[config.mk]
export PLATFORM = sky130hd
export DESIGN_NAME = spi_mem_writer
export DESIGN_NICKNAME = d
export VERILOG_FILES = /design/src/rtl/spi_mem_writer_pkg.sv /design/src/rtl/spi_sync_edge.sv /design/src/rtl/spi_mem_writer.sv
export SDC_FILE = /design/constraint.sdc
export NUM_CORES = 1
export LEC_CHECK = 0
export ABC_AREA = 0
export CORE_ASPECT_RATIO = 1.1
export CORE_MARGIN = 8
export CORE_UTILIZATION = 53
export CTS_BUF_LIST = sky130_fd_sc_hd__clkbuf_4
export DETAILED_ROUTE_END_ITERATION = 8
export GPL_TIMING_DRIVEN = 0
export PLACE_DENSITY = 0.81
export SYNTH_ARGS = -nofsm -noshare
export SYNTH_HDL_FRONTEND = slang
export SYNTH_SLANG_ARGS = --single-unit
[constraint.sdc]
create_clock -name CLK -period 2.2 [get_ports CLK]
set_clock_uncertainty 0.1 [all_clocks]
set_input_delay 0.44 -clock CLK [delete_from_list [all_inputs] [get_ports CLK]]
set_output_delay 0.44 -clock CLK [all_outputs]
set_load 0.02 [all_outputs]
[src/rtl/spi_mem_writer_pkg.sv]
// Shared widths, command layout and FSM encoding for the SPI register-file bridge.
package spi_mem_writer_pkg;

  localparam int MEM_ADDR_WIDTH = 3;
  localparam int DATA_BUS_WIDTH = 16;
  localparam int CMD_WR_BIT     = 7;
  localparam int CMD_LEN        = 8;

  typedef enum logic [2:0] {
    IDLE    = 3'd0,
    CMD     = 3'd1,
    DATA    = 3'd2,
    COMMIT  = 3'd3,
    WAIT_CS = 3'd4
  } state_e;

endpackage

[src/rtl/spi_sync_edge.sv]
// Two-flop synchroniser for an asynchronous pin plus single-cycle rise/fall pulses.
module spi_sync_edge #(
  parameter logic RESET_VAL = 1'b0
) (
  input  logic clk_i,
  input  logic rst_i,
  input  logic async_i,
  output logic sync_o,
  output logic rise_o,
  output logic fall_o
);

  logic meta_q;
  logic sync_q;
  logic prev_q;

  always_ff @(posedge clk_i) begin
    if (rst_i) begin
      meta_q <= RESET_VAL;
      sync_q <= RESET_VAL;
      prev_q <= RESET_VAL;
    end else begin
      meta_q <= async_i;
      sync_q <= meta_q;
      prev_q <= sync_q;
    end
  end

  assign sync_o = sync_q;
  assign rise_o = sync_q & ~prev_q;
  assign fall_o = ~sync_q & prev_q;

endmodule

[src/rtl/spi_mem_writer.sv]
// SPI mode-0 slave that turns 24-bit frames into register-file writes/reads.
// Readback over MISO is compiled in only when SPI_READBACK_EN is defined.
module spi_mem_writer
  import spi_mem_writer_pkg::*;
#(
  parameter int ADDR_WIDTH = MEM_ADDR_WIDTH,
  parameter int DATA_WIDTH = DATA_BUS_WIDTH,
  parameter int NUM_REGS   = 5
) (
  input  logic                  CLK,
  input  logic                  RST,
  input  logic                  SPI_SCK,
  input  logic                  SPI_CS_N,
  input  logic                  SPI_MOSI,
  output logic                  SPI_MISO,
  input  logic [DATA_WIDTH-1:0] MEM_RDATA,
  output logic                  MEM_CLK,
  output logic [ADDR_WIDTH-1:0] MEM_ADDR,
  output logic [DATA_WIDTH-1:0] MEM_WDATA,
  output logic                  BUSY,
  output logic                  ERROR
);

  localparam int CNT_MAX = (DATA_WIDTH > CMD_LEN) ? DATA_WIDTH : CMD_LEN;
  localparam int CNT_W   = $clog2(CNT_MAX);
  localparam logic [CNT_W-1:0]    CMD_LAST   = CNT_W'(CMD_LEN - 1);
  localparam logic [CNT_W-1:0]    DATA_LAST  = CNT_W'(DATA_WIDTH - 1);
  localparam logic [ADDR_WIDTH:0] NUM_REGS_W = (ADDR_WIDTH + 1)'(NUM_REGS);

  logic sckRise, sckFall, unusedSckLevel;
  logic csLevel, csRise, csFall;

  spi_sync_edge #(.RESET_VAL(1'b0)) sckSync (
    .clk_i  (CLK),
    .rst_i  (RST),
    .async_i(SPI_SCK),
    .sync_o (unusedSckLevel),
    .rise_o (sckRise),
    .fall_o (sckFall)
  );

  spi_sync_edge #(.RESET_VAL(1'b1)) csSync (
    .clk_i  (CLK),
    .rst_i  (RST),
    .async_i(SPI_CS_N),
    .sync_o (csLevel),
    .rise_o (csRise),
    .fall_o (csFall)
  );

  logic mosiMeta_q, mosiSync_q;

  state_e                  state_q, state_d;
  logic [CNT_W-1:0]        bitCnt_q, bitCnt_d;
  logic [DATA_WIDTH-1:0]   rxShift_q, rxShift_d;
  logic [DATA_WIDTH-1:0]   rxNext;
  logic                    isWrite_q, isWrite_d;
  logic [ADDR_WIDTH-1:0]   memAddr_q, memAddr_d;
  logic [DATA_WIDTH-1:0]   memWdata_q, memWdata_d;
  logic                    memClk_q, memClk_d;
  logic                    busy_q;
  logic                    error_q, error_d;
  logic                    armed_q, armed_d;
  logic [1:0]              settle_q;
  logic                    addrOk;

  assign rxNext = {rxShift_q[DATA_WIDTH-2:0], mosiSync_q};
  assign addrOk = ({1'b0, memAddr_q} < NUM_REGS_W);

`ifdef SPI_READBACK_EN
  logic capture_q, capture_d;
`endif

  // A frame may only start once CS_N has been seen high by a settled synchroniser,
  // so a reset in the middle of a host frame skips the rest of that frame.
  always_comb begin
    state_d    = state_q;
    bitCnt_d   = bitCnt_q;
    rxShift_d  = rxShift_q;
    isWrite_d  = isWrite_q;
    memAddr_d  = memAddr_q;
    memWdata_d = memWdata_q;
    memClk_d   = 1'b0;
    error_d    = error_q;
    armed_d    = armed_q | (csLevel & settle_q[1]);
`ifdef SPI_READBACK_EN
    capture_d  = 1'b0;
`endif

    unique case (state_q)
      IDLE: begin
        bitCnt_d = '0;
        if (csFall && armed_q) state_d = CMD;
      end
      CMD: begin
        if (sckRise) begin
          rxShift_d = rxNext;
          bitCnt_d  = bitCnt_q + 1'b1;
          if (bitCnt_q == CMD_LAST) begin
            bitCnt_d  = '0;
            isWrite_d = rxNext[CMD_WR_BIT];
            state_d   = DATA;
`ifdef SPI_READBACK_EN
            memAddr_d = rxNext[ADDR_WIDTH-1:0];
            capture_d = ~rxNext[CMD_WR_BIT];
`else
            if (rxNext[CMD_WR_BIT]) memAddr_d = rxNext[ADDR_WIDTH-1:0];
`endif
          end
        end
        if (csRise) begin
          state_d = IDLE;
          error_d = 1'b1;
        end
      end
      DATA: begin
        if (sckRise) begin
          rxShift_d = rxNext;
          bitCnt_d  = bitCnt_q + 1'b1;
          if (bitCnt_q == DATA_LAST) begin
            bitCnt_d = '0;
            if (isWrite_q) begin
              state_d = COMMIT;
              if (addrOk) memWdata_d = rxNext;
            end else begin
              state_d = WAIT_CS;
            end
          end
        end
        // The final SCK rise wins over a coincident CS_N rise.
        if (csRise && !(sckRise && bitCnt_q == DATA_LAST)) begin
          state_d = IDLE;
          error_d = 1'b1;
        end
      end
      COMMIT: begin
        if (addrOk) memClk_d = 1'b1;
        else        error_d  = 1'b1;
        state_d = WAIT_CS;
      end
      WAIT_CS: begin
        if (csLevel) state_d = IDLE;
      end
      default: state_d = IDLE;
    endcase

`ifdef SPI_READBACK_EN
    if (capture_q && !addrOk) error_d = 1'b1;
`endif
  end

  always_ff @(posedge CLK) begin
    if (RST) begin
      mosiMeta_q <= 1'b0;
      mosiSync_q <= 1'b0;
      state_q    <= IDLE;
      bitCnt_q   <= '0;
      rxShift_q  <= '0;
      isWrite_q  <= 1'b0;
      memAddr_q  <= '0;
      memWdata_q <= '0;
      memClk_q   <= 1'b0;
      busy_q     <= 1'b0;
      error_q    <= 1'b0;
      armed_q    <= 1'b0;
      settle_q   <= 2'b00;
    end else begin
      mosiMeta_q <= SPI_MOSI;
      mosiSync_q <= mosiMeta_q;
      state_q    <= state_d;
      bitCnt_q   <= bitCnt_d;
      rxShift_q  <= rxShift_d;
      isWrite_q  <= isWrite_d;
      memAddr_q  <= memAddr_d;
      memWdata_q <= memWdata_d;
      memClk_q   <= memClk_d;
      busy_q     <= (state_d != IDLE);
      error_q    <= error_d;
      armed_q    <= armed_d;
      settle_q   <= {settle_q[0], 1'b1};
    end
  end

`ifdef SPI_READBACK_EN
  logic [DATA_WIDTH-1:0] txShift_q, txShift_d;
  logic                  miso_q, miso_d;

  // Read word is captured one cycle after the address settles; MISO then
  // advances on every SCK fall while the data phase is running.
  always_comb begin
    txShift_d = txShift_q;
    miso_d    = miso_q;
    if (capture_q) begin
      txShift_d = addrOk ? MEM_RDATA : '0;
    end else if (state_q == DATA && sckFall) begin
      miso_d    = txShift_q[DATA_WIDTH-1];
      txShift_d = {txShift_q[DATA_WIDTH-2:0], 1'b0};
    end else if (state_q == IDLE) begin
      miso_d = 1'b0;
    end
  end

  always_ff @(posedge CLK) begin
    if (RST) begin
      capture_q <= 1'b0;
      txShift_q <= '0;
      miso_q    <= 1'b0;
    end else begin
      capture_q <= capture_d;
      txShift_q <= txShift_d;
      miso_q    <= miso_d;
    end
  end

  assign SPI_MISO = miso_q;
`else
  logic unusedRead;
  assign unusedRead = ^{MEM_RDATA, sckFall};
  assign SPI_MISO   = 1'b0;
`endif

  assign MEM_CLK   = memClk_q;
  assign MEM_ADDR  = memAddr_q;
  assign MEM_WDATA = memWdata_q;
  assign BUSY      = busy_q;
  assign ERROR     = error_q;

endmodule
==> results of run 1 <==
[worst max-delay path, delay by kind of cell (launching register included)]
family | cells | cell delay (ns)
simple gates | 3 | 0.62
flops | 1 | 0.40
buf+inv | 2 | 0.40
fa+ha+maj | 1 | 0.29
compound gates | 1 | 0.14
[placed cells by master, fill, tap and decap left out, types with 2 or more instances in the layout]
| master | n |
|---|---|
| nand2b_1 | 4 |
| clkbuf_2 | 2 |
| nor3_1 | 4 |
| mux2i_1 | 20 |
| nor2b_1 | 11 |
| nand2_1 | 5 |
| clkbuf_4 | 6 |
| dfxtp_1 | 56 |
| o21ai_0 | 23 |
| or4_1 | 2 |
| nand4_1 | 3 |
| nor2_1 | 20 |
| o31ai_1 | 4 |
| clkbuf_1 | 11 |
| buf_4 | 3 |
| inv_1 | 2 |
| or2_2 | 3 |
| or4b_1 | 2 |
| nand3_1 | 18 |
| clkdlybuf4s50_1 | 26 |
| a41oi_1 | 2 |
| a21oi_1 | 25 |
[Yosys cell counts (all sizes together)]
cell,instances
o41ai,1
nor3b,1
nand3,19
nand3b,1
nand4,3
o21ai,23
a21oi,25
nand2b,5
maj3,1
nor2b,11
a22oi,1
o31ai,4
o31a,1
ha,1
or3b,1
clkbuf,13
nor4b,1
buf,5
or2,3
o21a,1
and3b,1
and4,1
conb,1
or4,2
nor3,5
mux2i,20
and3,1
nand2,5
or3,1
inv,2
a2bb2oi,1
a41oi,2
or4b,2
a31oi,1
xnor2,1
dfxtp,56
nor2,21
[registers in the layout, summed over array words and instances, names as in the netlist]
register / count
sckSync.prev_q: 1
MEM_WDATA: 16
ERROR: 1
csSync.meta_q: 1
isWrite_q: 1
bitCnt_q: 4
settle_q: 2
state_q: 3
rxShift_q: 15
BUSY: 1
sckSync.meta_q: 1
MEM_ADDR: 3
MEM_CLK: 1
csSync.prev_q: 1
csSync.sync_o: 1
mosiMeta_q: 1
armed_q: 1
mosiSync_q: 1
sckSync.sync_o: 1
[logic make-up after synthesis]
logic type,share of synthesized area (%)
simple gates,20.9
compound gates,14.8
flops,49.6
mux,8.86
buf+inv,4.10
fa+ha+maj,1.05
other cells,0.166
xor+xnor,0.388
[power groups by stage]
stage / Combinational, uW / Clock, uW / Sequential, uW
after floorplan: 31.9 / 0 / 1050
after global placement: 48.1 / 0 / 1050
after detailed placement: 48.9 / 0 / 1050
after CTS: 49.0 / 459 / 1030
after global routing: 54.9 / 493 / 1030
final: 49.2 / 446 / 1030
[cell type report]
type                    count  area [um2]  share of cell area (%)
clock inverters             1        8.76                   0.330
well taps                  54        67.6                    2.55
clock buffers               6        45.0                    1.70
inverters                   2        7.51                   0.283
multi-input cells         168        1050                    39.6
plain buffers              18        86.3                    3.25
flip-flops and latches     56        1120                    42.2
repair buffers             27         268                    10.1
[metrics by stage]
stage,hold slack (ns),utilization (%)
6_report,0.336,63.3
5_1_grt,0.357,63.3
4_1_cts,0.343,63.0
3_5_place_dp,0.308,61.7
3_3_place_gp,0.294,61.7
2_1_floorplan,0.289,-
[worst max-delay path by stage]
stage	to	slack, ns	start
floorplan	MEM_WDATA[6]	0.52	bitCnt_q[0]
global placement	rxShift_q[10]	0.13	RST
detailed placement	rxShift_q[11]	0.13	RST
CTS	MEM_WDATA[3]	0.14	bitCnt_q[0]
global route	MEM_WDATA[5]	0.02	bitCnt_q[0]
finish	MEM_WDATA[1]	0.19	bitCnt_q[0]
[metal layers]
| layer | up-vias | wire length [um] |
|---|---|---|
| met5 | - | 0 |
| met3 | 8 | 180 |
| met4 | 0 | 89 |
| li1 | 932 | - |
| met1 | 819 | 2160 |
| met2 | 32 | 2090 |
[what timing repair did]
item	CTS	global route
hold buffers	0	0
endpoints found under the hold margin	0	0
gates resized for setup	0	3
endpoints found under the setup margin	0	7
buffers inserted	0	1
==> run_results.csv, run 1 <==
group,metric,value,unit
global_routing,grt_pass1_vias,1725,
routing,routedWlPerCell,13.6,um
setup_path,crit_type,"flip-flop to flip-flop",
logic_synthesis,synth-seq-cells,56,
global_routing,grt_use_met3,4.27,%
cells_and_area,final_area,0.00265,mm2
logic_synthesis,syn_nets,266,
logic_synthesis,synth_area_leaders,"dfxtp_1 50%, mux2i_1 8.9%, a21oi_1 5.5%",
min_path,min_to,"csSync.sync_o",
power,clockPowerShare,29.2,%
setup_path,slowest_delay,0.40,ns
min_path,whs_path_depth,1,
setup_path,cp_slowest_cell,"dfxtp_1",
cells_and_area,finalNonFillerCells,332,
placed_design,place_congestion,0.874,
setup_path,crit_arrival,2.22,ns
timing,fmax,497,MHz
outcome,run_status,"finished clean",
clocking,clock-sinks,56,
global_routing,antenna_found_initial,0,
global_routing,grt_max_degree,17,
placed_design,place_area,0.00259,mm2
cells_and_area,n_antenna_cell,0,
placed_design,port_buffers,26,
min_path,hold_start,"csSync.meta_q",
timing,hold_viol,0,
power,power_density,575,mW/mm2
logic_synthesis,seq_area_frac_synth,49.6,%
min_path,hp-class,"flip-flop to flip-flop",
placed_design,hpwlAfterDp,3.33,mm
placed_design,place_ws,0.134,ns
timing,tightest_slew,0.633,ns
routing,drt-initial-drc-count,71,
setup_path,worstPathRequired,2.41,ns
setup_path,r2r_start,"bitCnt_q[0]",
clocking,clk_path_buf_depth,2,
floorplan,die_h,84.5,um
timing,rsz0062_at_grt,"no",
logic_synthesis,synth_cell_types,44,
clocking,insertion_delay,0.37,ns
clocking,htree_levels,2,
logic_synthesis,syn_area_per_cell,9.26,um2
global_routing,grt-ovfl-total,0,
timing,setup_tns,0,ns
power,power.leakage,0.000902,uW
floorplan,start_util,53.9,%
job,maxCapViolCount,0,
cells_and_area,nNetsFinal,300,
global_routing,grt_use_met1,17.5,%
floorplan,rows,25,
logic_synthesis,netlist_instances,244,
timing,period_share,91.5,%
global_routing,grt_first_pass_wirelength,7.82,mm
global_routing,busiest_layer,"met2",
timing,fin_crit,2.01,ns
timing,max_slew_margin,57.5,%
setup_path,path_cells,"ha_1, and3b_1, and4_1, clkbuf_2, buf_2, nand3_1, a21oi_1",
setup_path,r2r_cells,7,
power,seqPwrFrac,67.5,%
power,netSwitchingFraction,22.5,%
logic_synthesis,yosysTopAreaCellShare,49.6,%
power,switchingPower,343,uW
power,ir_drop,0.443,mV
timing,setup_violations,0,
timing,final_max_slew_viol_count,0,
clocking,numCtsBuffers,5,
clocking,cts_tree,"done",
power,internal-power,1180,uW
global_routing,grt_use_met2,22.6,%
routing,vias_per_cell,5.39,
floorplan,ios,44,
logic_synthesis,synth_top_area_cell,"dfxtp_1",
placed_design,place_inst,324,
clocking,root_buffer,"clkbuf_4",
cells_and_area,drive_above_1_share,8.27,%
routing,vias,1791,
clocking,clk_pin_slew_worst_paths,0.15,ns
logic_synthesis,ys_warn_count,0,
floorplan,core_area,0.00419,mm2
floorplan,dieArea,0.00661,mm2
power,p_comb_share,3.2,%
routing,wl,4.52,mm
cells_and_area,n_fill_cell,380,
floorplan,die_x,78.2,um
logic_synthesis,syn_area,0.00226,mm2
timing,setup_slack,0.186,ns
routing,drcViolationCount,0,
setup_path,start_kind,"flip-flop",
setup_path,rrSetupSlack,0.19,ns
setup_path,cp_max_fo,10,
cells_and_area,synthToLayoutAreaGrowth,17.5,%
routing,dr.pass1.iters,4,
setup_path,r2r-end,"MEM_WDATA[1]",
global_routing,grt_usage,14.4,%
power,p_total,1530,uW
setup_path,crit_path_end_kind,"flip-flop",
routing,final_antenna_net_count,0,
Power figures use the tool's default switching activity.
==> run 2, diff against run 1 <==
--- a/config.mk
+++ b/config.mk
@@ -6,13 +6,14 @@
 export NUM_CORES = 1
 export LEC_CHECK = 0
 export ABC_AREA = 0
+export CAP_MARGIN = 20
 export CORE_ASPECT_RATIO = 1.1
 export CORE_MARGIN = 8
-export CORE_UTILIZATION = 53
+export CORE_UTILIZATION = 57
 export CTS_BUF_LIST = sky130_fd_sc_hd__clkbuf_4
 export DETAILED_ROUTE_END_ITERATION = 8
-export GPL_TIMING_DRIVEN = 0
-export PLACE_DENSITY = 0.81
+export GPL_TIMING_DRIVEN = 1
+export PLACE_DENSITY = 0.87
 export SYNTH_ARGS = -nofsm -noshare
 export SYNTH_HDL_FRONTEND = slang
 export SYNTH_SLANG_ARGS = --single-unit
==> constraint.sdc (replaced) <==
create_clock -name CLK -period 2.4 [get_ports CLK]
set_clock_uncertainty 0.1 [all_clocks]
set_input_delay 0.48 -clock CLK [delete_from_list [all_inputs] [get_ports CLK]]
set_output_delay 0.48 -clock CLK [all_outputs]
set_load 0.02 [all_outputs]
==> run_results.csv, run 2 (same netlist as run 1, synthesis figures left out) <==
group,metric,value,unit
timing,hold-worst-slack,0.335,ns
cells_and_area,drive_above_1_share,7.20,%
setup_path,cp_max_fo,16,
power,ir_drop,0.331,mV
cells_and_area,layout_common_cells,"56 x dfxtp_1, 26 x clkdlybuf4s50_1, 25 x a21oi_1, 23 x o21ai_0",
timing,max_slew_margin,63.1,%
timing,setup_tns,0,ns
setup_path,path_cells,"ha_1, and3b_1, and4_1, nand3_1, a21oi_1",
clocking,htree_levels,2,
routing,vias,1779,
timing,rsz0062_at_grt,"no",
floorplan,die_h,82.0,um
job,maxCapViolCount,0,
timing,fmax,493,MHz
setup_path,crit_path_end_kind,"flip-flop",
power,p_comb_share,3.1,%
floorplan,die_x,76.0,um
cells_and_area,nNetsFinal,286,
floorplan,core_area,0.00387,mm2
power,switchingPower,305,uW
global_routing,grt-ovfl-total,0,
global_routing,grt_first_pass_wirelength,7.32,mm
routing,final_antenna_net_count,0,
cells_and_area,n_fill_cell,328,
outcome,run_status,"finished clean",
floorplan,start_util,58.3,%
min_path,hp-class,"flip-flop to flip-flop",
clocking,clock-sinks,56,
setup_path,worstPathRequired,2.62,ns
timing,fin_crit,2.03,ns
power,power_density,528,mW/mm2
global_routing,antenna_found_initial,0,
timing,hold_viol,0,
setup_path,start_kind,"flip-flop",
global_routing,grt_usage,14.5,%
routing,dr.pass1.iters,4,
clocking,clk_pin_slew_worst_paths,0.15,ns
clocking,insertion_delay,0.37,ns
cells_and_area,largest_reg_flops,16,
power,netSwitchingFraction,22.2,%
setup_path,cp.buffers_inverters,0,
setup_path,path_delay_family,"simple AND/OR/NAND/NOR gates",
routing,routedWlPerCell,13.7,um
setup_path,crit_arrival,2.24,ns
floorplan,dieArea,0.00623,mm2
cells_and_area,synthToLayoutAreaGrowth,15.1,%
clocking,ctsHoldBuffers,0,
routing,drt-initial-drc-count,182,
clocking,root_buffer,"clkbuf_4",
power,power.leakage,0.000879,uW
routing,vias_per_cell,5.63,
routing,drcViolationCount,0,
timing,setup_violations,0,
setup_path,slowest_delay,0.59,ns
timing,period_share,84.5,%
clocking,clk_path_buf_depth,2,
clocking,numCtsBuffers,5,
timing,tightest_slew,0.554,ns
floorplan,ios,44,
setup_path,cp_slowest_cell,"and4_1",
setup_path,crit_type,"flip-flop to flip-flop",
clocking,cts_resized,0,
cells_and_area,layout_commonest_cell,"dfxtp_1",
floorplan,rows,24,
timing,final_max_slew_viol_count,0,
placed_design,place_congestion,0.824,
clocking,cts_tree,"done",
global_routing,grt_pass1_vias,1703,
power,internal-power,1070,uW
placed_design,port_buffers,26,
placed_design,hpwlAfterDp,2.96,mm
global_routing,grt_max_degree,40,
power,seqPwrFrac,68.9,%
clocking,post-cts-setup-buffer-count,0,
cells_and_area,n_antenna_cell,0,
routing,wl,4.32,mm
power,clockPowerShare,28.0,%
[run 2: cell count changes in the layout (fill, tap and decap cells not counted)]
cell	delta
nand3_2	-1
buf_1	-1
buf_4	+1
buf_12	+1
clkinv_4	+1
nand3_1	+1
clkbuf_2	-2
buf_6	-1
clkbuf_1	-11
clkbuf_4	-1
inv_6	-1
buf_2	-1
clkinv_1	+1
[run 2: power by group through the flow]
stage	registers (uW)	clock network [uW]	logic, uW
5_1_grt	947	432	46.6
6_report	945	384	42.6
3_3_place_gp	965	0	41.8
3_5_place_dp	965	0	42.5
4_1_cts	945	397	42.6
2_1_floorplan	963	0	29.3
[run 2: final cells by class]
cell class | instances | area (um2) | area share, %
repair buffers | 31 | 310 | 11.9
flip-flops and latches | 56 | 1120 | 43.1
well taps | 52 | 65.1 | 2.50
clock buffers | 5 | 37.5 | 1.44
clock inverters | 2 | 12.5 | 0.481
multi-input cells | 168 | 1040 | 40.2
inverters | 2 | 7.51 | 0.289
[run 2: metal layers]
| metal | vias up | wire length, um | global-route usage, % |
|---|---|---|---|
| met5 | - | 0 | 0 |
| met4 | 0 | 77 | 8.43 |
| met3 | 5 | 168 | 4.49 |
| met2 | 38 | 2080 | 24.8 |
| met1 | 838 | 1990 | 16.0 |
| li1 | 898 | - | - |
[run 2: worst paths after layout]
path / startpoint / endpoint / slack (ns) / cells after the start
worst max-delay path: bitCnt_q[0] / MEM_WDATA[2] / 0.37 / 5
worst max register to register: bitCnt_q[0] / MEM_WDATA[2] / 0.37 / 5
worst min register to register: csSync.meta_q / csSync.sync_o / 0.33 / 1
worst min-delay path: csSync.meta_q / csSync.sync_o / 0.33 / 1
[run 2: stage by stage]
stage          utilization, %  cells  power [uW]  instance area [um2]  worst slack [ns]
2_1_floorplan               -    244         993                 2260             0.720
3_3_place_gp             65.8    309        1010                 2550             0.428
3_5_place_dp             65.8    309        1010                 2550             0.410
4_1_cts                  67.1    316        1390                 2600             0.351
5_1_grt                  67.1    316        1430                 2600             0.156
6_report                 67.1    316        1370                 2600             0.373
